--- config.mk ---
export PLATFORM = sky130hd
export DESIGN_NAME = ldm_stm_sequencer
export DESIGN_NICKNAME = d
export VERILOG_FILES = /design/src/rtl/ldm_stm_sequencer.sv
export SDC_FILE = /design/constraint.sdc
export NUM_CORES = 1
export LEC_CHECK = 0
export CORE_MARGIN = 2
export CORE_UTILIZATION = 39
export DETAILED_ROUTE_END_ITERATION = 8
export PLACE_DENSITY = 0.73
export RECOVER_POWER = 50
export SETUP_SLACK_MARGIN = 0.02
export SLEW_MARGIN = 15
export SYNTH_ARGS = -nofsm -noshare
export SYNTH_HDL_FRONTEND = slang
export SYNTH_SLANG_ARGS = --single-unit
--- constraint.sdc ---
create_clock -name CLK -period 13.9 [get_ports CLK]
set_input_delay 3.475 -clock CLK [delete_from_list [all_inputs] [get_ports CLK]]
set_output_delay 3.475 -clock CLK [all_outputs]
set_load 0.02 [all_outputs]
--- src/rtl/ldm_stm_sequencer.sv ---
// LDM/STM block-transfer sequencer: walks the register list of an ARM block
// data-transfer instruction. Optional base write-back: define LDM_STM_WRITEBACK_EN.
module ldm_stm_sequencer (
  input  logic        CLK,
  input  logic        RESET,
  input  logic        START,
  input  logic [31:0] IR,
  input  logic [31:0] BASE,
  input  logic        MFC,
  output logic        BUSY,
  output logic        DONE,
  output logic        MEM_EN,
  output logic        MEM_RW,
  output logic [31:0] ADDR,
  output logic [3:0]  REG_NUM,
  output logic        RF_LD,
  output logic        WB_EN,
  output logic [31:0] WB_VALUE
);

  // Memory handshake: an access is offered while MEM_EN=1 and completes in the
  // cycle MFC=1; everything the access presents is held until then.
  typedef enum logic [2:0] {
    IDLE   = 3'd0,
    SETUP  = 3'd1,
    XFER   = 3'd2,
    NEXT   = 3'd3,
    WBACK  = 3'd4,
    FINISH = 3'd5
  } state_t;

  state_t      state_q, state_d;
  logic [15:0] list_q, list_d;
  logic        pre_q, pre_d;
  logic        up_q, up_d;
  logic        load_q, load_d;
  logic [31:0] base_q, base_d;
  logic [31:0] addr_q, addr_d;

`ifdef LDM_STM_WRITEBACK_EN
  logic        wback_q, wback_d;
  logic [31:0] wb_value_q, wb_value_d;
`endif

  logic [3:0]  cur_reg;
  logic [15:0] list_rest;
  logic [31:0] four_n;
  logic        is_block;
  logic        unused_ir;

  function automatic logic [4:0] popcount16(input logic [15:0] v);
    logic [4:0] c;
    c = 5'd0;
    for (int i = 0; i < 16; i++) c = c + {4'd0, v[i]};
    return c;
  endfunction

  function automatic logic [3:0] lowest_set(input logic [15:0] v);
    logic [3:0] idx;
    idx = 4'd0;
    for (int i = 15; i >= 0; i--) if (v[i]) idx = 4'(i);
    return idx;
  endfunction

  assign is_block  = (IR[27:25] == 3'b100);
  assign four_n    = {25'd0, popcount16(list_q), 2'b00};
  assign list_rest = list_q & (list_q - 16'd1);
  assign cur_reg   = lowest_set(list_q);

`ifdef LDM_STM_WRITEBACK_EN
  assign unused_ir = ^{IR[31:28], IR[22], IR[19:16]};
`else
  assign unused_ir = ^{IR[31:28], IR[22:21], IR[19:16]};
`endif

  always_comb begin
    state_d = state_q;
    list_d  = list_q;
    pre_d   = pre_q;
    up_d    = up_q;
    load_d  = load_q;
    base_d  = base_q;
    addr_d  = addr_q;
`ifdef LDM_STM_WRITEBACK_EN
    wback_d    = wback_q;
    wb_value_d = wb_value_q;
`endif
    case (state_q)
      IDLE: begin
        if (START && is_block) begin
          list_d  = IR[15:0];
          pre_d   = IR[24];
          up_d    = IR[23];
          load_d  = IR[20];
          base_d  = BASE;
`ifdef LDM_STM_WRITEBACK_EN
          wback_d = IR[21];
`endif
          state_d = SETUP;
        end
      end
      SETUP: begin
        // Every mode is turned into an ascending walk from the lowest address.
        case ({pre_q, up_q})
          2'b01:   addr_d = base_q;
          2'b11:   addr_d = base_q + 32'd4;
          2'b00:   addr_d = base_q - four_n + 32'd4;
          default: addr_d = base_q - four_n;
        endcase
`ifdef LDM_STM_WRITEBACK_EN
        wb_value_d = up_q ? (base_q + four_n) : (base_q - four_n);
`endif
        state_d = (list_q == 16'd0) ? FINISH : XFER;
      end
      XFER: begin
        if (MFC) begin
          list_d = list_rest;
          addr_d = addr_q + 32'd4;
          if (list_rest != 16'd0) begin
            state_d = NEXT;
          end else begin
`ifdef LDM_STM_WRITEBACK_EN
            state_d = wback_q ? WBACK : FINISH;
`else
            state_d = FINISH;
`endif
          end
        end
      end
      NEXT:    state_d = XFER;
`ifdef LDM_STM_WRITEBACK_EN
      WBACK:   state_d = FINISH;
`endif
      FINISH:  state_d = IDLE;
      default: state_d = IDLE;
    endcase
  end

  always_ff @(posedge CLK) begin
    if (RESET) begin
      state_q <= IDLE;
      list_q  <= 16'd0;
      pre_q   <= 1'b0;
      up_q    <= 1'b0;
      load_q  <= 1'b0;
      base_q  <= 32'd0;
      addr_q  <= 32'd0;
`ifdef LDM_STM_WRITEBACK_EN
      wback_q    <= 1'b0;
      wb_value_q <= 32'd0;
`endif
    end else begin
      state_q <= state_d;
      list_q  <= list_d;
      pre_q   <= pre_d;
      up_q    <= up_d;
      load_q  <= load_d;
      base_q  <= base_d;
      addr_q  <= addr_d;
`ifdef LDM_STM_WRITEBACK_EN
      wback_q    <= wback_d;
      wb_value_q <= wb_value_d;
`endif
    end
  end

  always_comb begin
    BUSY     = (state_q != IDLE);
    DONE     = 1'b0;
    MEM_EN   = 1'b0;
    MEM_RW   = 1'b0;
    ADDR     = 32'd0;
    REG_NUM  = 4'd0;
    WB_EN    = 1'b0;
    WB_VALUE = 32'd0;
    case (state_q)
      XFER: begin
        MEM_EN  = 1'b1;
        MEM_RW  = load_q;
        ADDR    = addr_q;
        REG_NUM = cur_reg;
      end
      NEXT: begin
        ADDR    = addr_q;
        REG_NUM = cur_reg;
      end
`ifdef LDM_STM_WRITEBACK_EN
      WBACK: begin
        WB_EN    = 1'b1;
        WB_VALUE = wb_value_q;
      end
`endif
      FINISH:  DONE = 1'b1;
      default: ;
    endcase
    RF_LD = MEM_EN & MEM_RW & MFC;
  end

endmodule

==> results.json <==
{
  "rsz0062_at_grt": "no",
  "p_per_area_mw_per_mm2": 116,
  "die_h_um": 149,
  "ys_top_cells_by_area": "dfxtp_1 (21%), nand2_1 (7.5%), a21oi_1 (7.4%)",
  "ys_seq_area_share_pct": 21.0,
  "cts_made_buffers": 9,
  "instances_no_fill": 1509,
  "htree_levels": 3,
  "cts_resized": 0,
  "synth_seq_cells": 86,
  "p_leak_nw": 3.38,
  "core_area_sq_mm": 0.0204,
  "port_buffers": 98,
  "async_flop_share_pct": 0,
  "relSlewSlack_pct": -175,
  "grt_most_used_layer": "met1",
  "initial_core_util_pct": 40.0,
  "crit_slowest_cell": "clkdlybuf4s50_1",
  "drv_cap": 1,
  "cts_tree": "yes",
  "crit_chain": "clkdlybuf4s50_1, and3_1, clkdlybuf4s50_1",
  "routed_wl_um": 25200,
  "endpoint": "RF_LD",
  "startpoint_type": "input port",
  "cts_hold_buffers": 0,
  "drt-initial-drc-count": 842,
  "post_cts_buffers": 0,
  "vias": 8699,
  "num_io_pins": 142,
  "fin_area_sq_mm": 0.00939,
  "timing.rr.start": "list_q[0]",
  "max_stage_delay_ps": 790,
  "ff2ff_setup_slack_ps": 6570,
  "clockRootBuffer": "clkbuf_16",
  "peakVddDrop_v": 0.0000679,
  "arrival_ps": 5100,
  "path_class": "input port to output pin",
  "dp.cells": 1493,
  "hpwlAfterDp_um": 18300,
  "fin_crit_ps": 8570,
  "synth_cells": 1201,
  "hold_violations": 0,
  "ys.flop_type": "dfxtp_1",
  "synth_top_area_share_pct": 21.0,
  "min_path_type": "flop to flop",
  "grt_use_total_pct": 22.6,
  "cp.required_ps": 10430,
  "finalMaxSlewViolations": 91,
  "syn-cell-area_sq_mm": 0.00818,
  "clock_path_buffers": 2,
  "crit_start": "MFC",
  "grt_first_pass_wirelength_um": 40200,
  "skew_ps": 14.0,
  "viasPerCell": 5.76,
  "setup.worst_path.end_class": "output pin",
  "violations": "max-capacitance violations, max-slew violations",
  "clkLatencyLatePin_ps": 360,
  "cts_sinks": 86,
  "fin_crit_sh_pct": 61.7,
  "holdWs_ps": 452,
  "final_nets": 1330,
  "overflow": 0,
  "syn_to_final_growth_pct": 14.8,
  "die_x_um": 149,
  "antenna_found_initial": 0,
  "fillers": 2072,
  "routabilityCongestion": 0.958,
  "grt_pass1_vias": 7623,
  "pre_cts_slack_ps": 5330,
  "rows": 52,
  "grt_max_degree": 91,
  "ant_nets": 0,
  "r2r_end": "addr_q[22]",
  "crit_path_max_fanout": 8,
  "worstMarginPinSlew_ps": 4130,
  "drc_errors": 0,
  "outcome": "finished with violations",
  "r2r_cells": 19,
  "final_layout_size_suffix_gt1_share_pct": 4.60,
  "met2_usage_pct": 33.0,
  "wire_per_inst_um": 16.7,
  "fin_ws_ps": 5330,
  "fp.dieArea_sq_mm": 0.0222,
  "finalSetupViolCount": 0,
  "grtUsageMet1_pct": 33.8,
  "cts.clk_slew.worst_paths_ps": 60,
  "dpl_cell_area_sq_mm": 0.00908,
  "tns_ps": 0,
  "diodes": 0,
  "grtUsageMet3_pct": 4.53,
  "fmax_mhz": 117,
  "synth_cell_types": 89,
  "drt_first_pass_iters": 5,
  "ys_warn_count": 0,
  "synth-edff-count": 0,
  "yosysTopAreaCell": "dfxtp_1",
  "synth.avg_cell_area_sq_um": 6.81,
  "path_common_cell": "clkdlybuf4s50_1"
}
==> cells by family after synthesis <==
kind of cell | Yosys count | synth area share (%)
other cells | 1 | 0.0458
xor+xnor | 49 | 5.25
mux | 9 | 1.12
flops | 86 | 21.0
simple gates | 514 | 30.3
compound gates | 344 | 26.8
fa+ha+maj | 30 | 5.54
buf+inv | 168 | 9.91
==> how the worst min path moves through the flow <==
| stage | from | endpoint | slack (ps) | cells after the start |
|---|---|---|---|---|
| after floorplan | addr_q[0] | addr_q[0] | 430 | 2 |
| after global routing | addr_q[1] | addr_q[1] | 480 | 2 |
| final | addr_q[1] | addr_q[1] | 450 | 2 |
| after detailed placement | addr_q[1] | addr_q[1] | 450 | 2 |
| after global placement | addr_q[0] | addr_q[0] | 440 | 2 |
| after CTS | addr_q[1] | addr_q[1] | 460 | 2 |
==> critical path: cells and delay by family <==
family / cells / cell delay (ps)
buffers and inverters: 2 / 1390
and+or+nand+nor: 1 / 240
==> cells in the final DEF, fill, tap and decap left out, types with 16 or more instances in the layout <==
cell,instances
ha_1,17
xnor2_1,28
o21ai_0,82
a21oi_1,120
nor2_1,119
nand2_1,164
and2_1,31
inv_1,49
dfxtp_1,86
a31oi_1,17
a211oi_1,16
nand3_1,35
conb_1,33
nor3_1,48
clkdlybuf4s50_1,87
nand4_1,20
and3_1,16
xor2_1,21
==> power breakdown <==
part,internal [mW],total (mW),switching [mW]
Combinational,0.214,0.549,0.334
Clock,0.158,0.266,0.108
Sequential,0.258,0.277,0.0184
Total,0.631,1.09,0.461
==> synthesized netlist by cell type (all sizes together) (4+ instances only) <==
| cell | count |
|---|---|
| o32ai | 6 |
| nand4 | 20 |
| xor2 | 21 |
| nand2 | 164 |
| nor2 | 120 |
| o21a | 7 |
| a31oi | 17 |
| a211o | 4 |
| dfxtp | 86 |
| and3 | 17 |
| o31a | 5 |
| a311oi | 5 |
| nor3 | 50 |
| o41ai | 4 |
| a22oi | 7 |
| or4 | 8 |
| o221ai | 4 |
| and2 | 31 |
| nand3 | 35 |
| mux2i | 8 |
| a21oi | 122 |
| a2111oi | 7 |
| nor2b | 5 |
| o21ai | 84 |
| a21o | 5 |
| xnor2 | 28 |
| fa | 11 |
| nand2b | 10 |
| o311ai | 4 |
| inv | 49 |
| nor4 | 16 |
| o211ai | 10 |
| clkbuf | 70 |
| o22ai | 5 |
| ha | 17 |
| or2 | 11 |
| or3 | 13 |
| a211oi | 16 |
| buf | 49 |
==> state kept, by name, indices dropped and copies added, names as in the netlist <==
signal	count
load_q	1
up_q	1
list_q	16
base_q	32
state_q	3
addr_q	32
pre_q	1
==> metal layers <==
| metal | vias up | part of all wire [%] |
|---|---|---|
| met5 | - | 0 |
| met4 | 0 | 1.4 |
| met3 | 26 | 9.0 |
| met2 | 432 | 42 |
| met1 | 3956 | 48 |
| li1 | 4285 | - |
==> through the flow <==
stage / utilization, % / power, mW
2_1_floorplan: - / 0.701
3_3_place_gp: 44.5 / 0.806
3_5_place_dp: 44.5 / 0.814
4_1_cts: 46.0 / 1.08
5_1_grt: 46.0 / 1.16
6_report: 46.0 / 1.09
==> area by class of cell <==
cell class	instances	area, sq um	share of cell area, %
sequential	86	1720	18.3
tap	270	338	3.60
clock buffer	11	233	2.48
clock inverter	5	83.8	0.893
inverter	49	184	1.96
timing repair buffer	109	1050	11.2
multi-input combinational	979	5780	61.6
(Power assumes the default switching activity.)
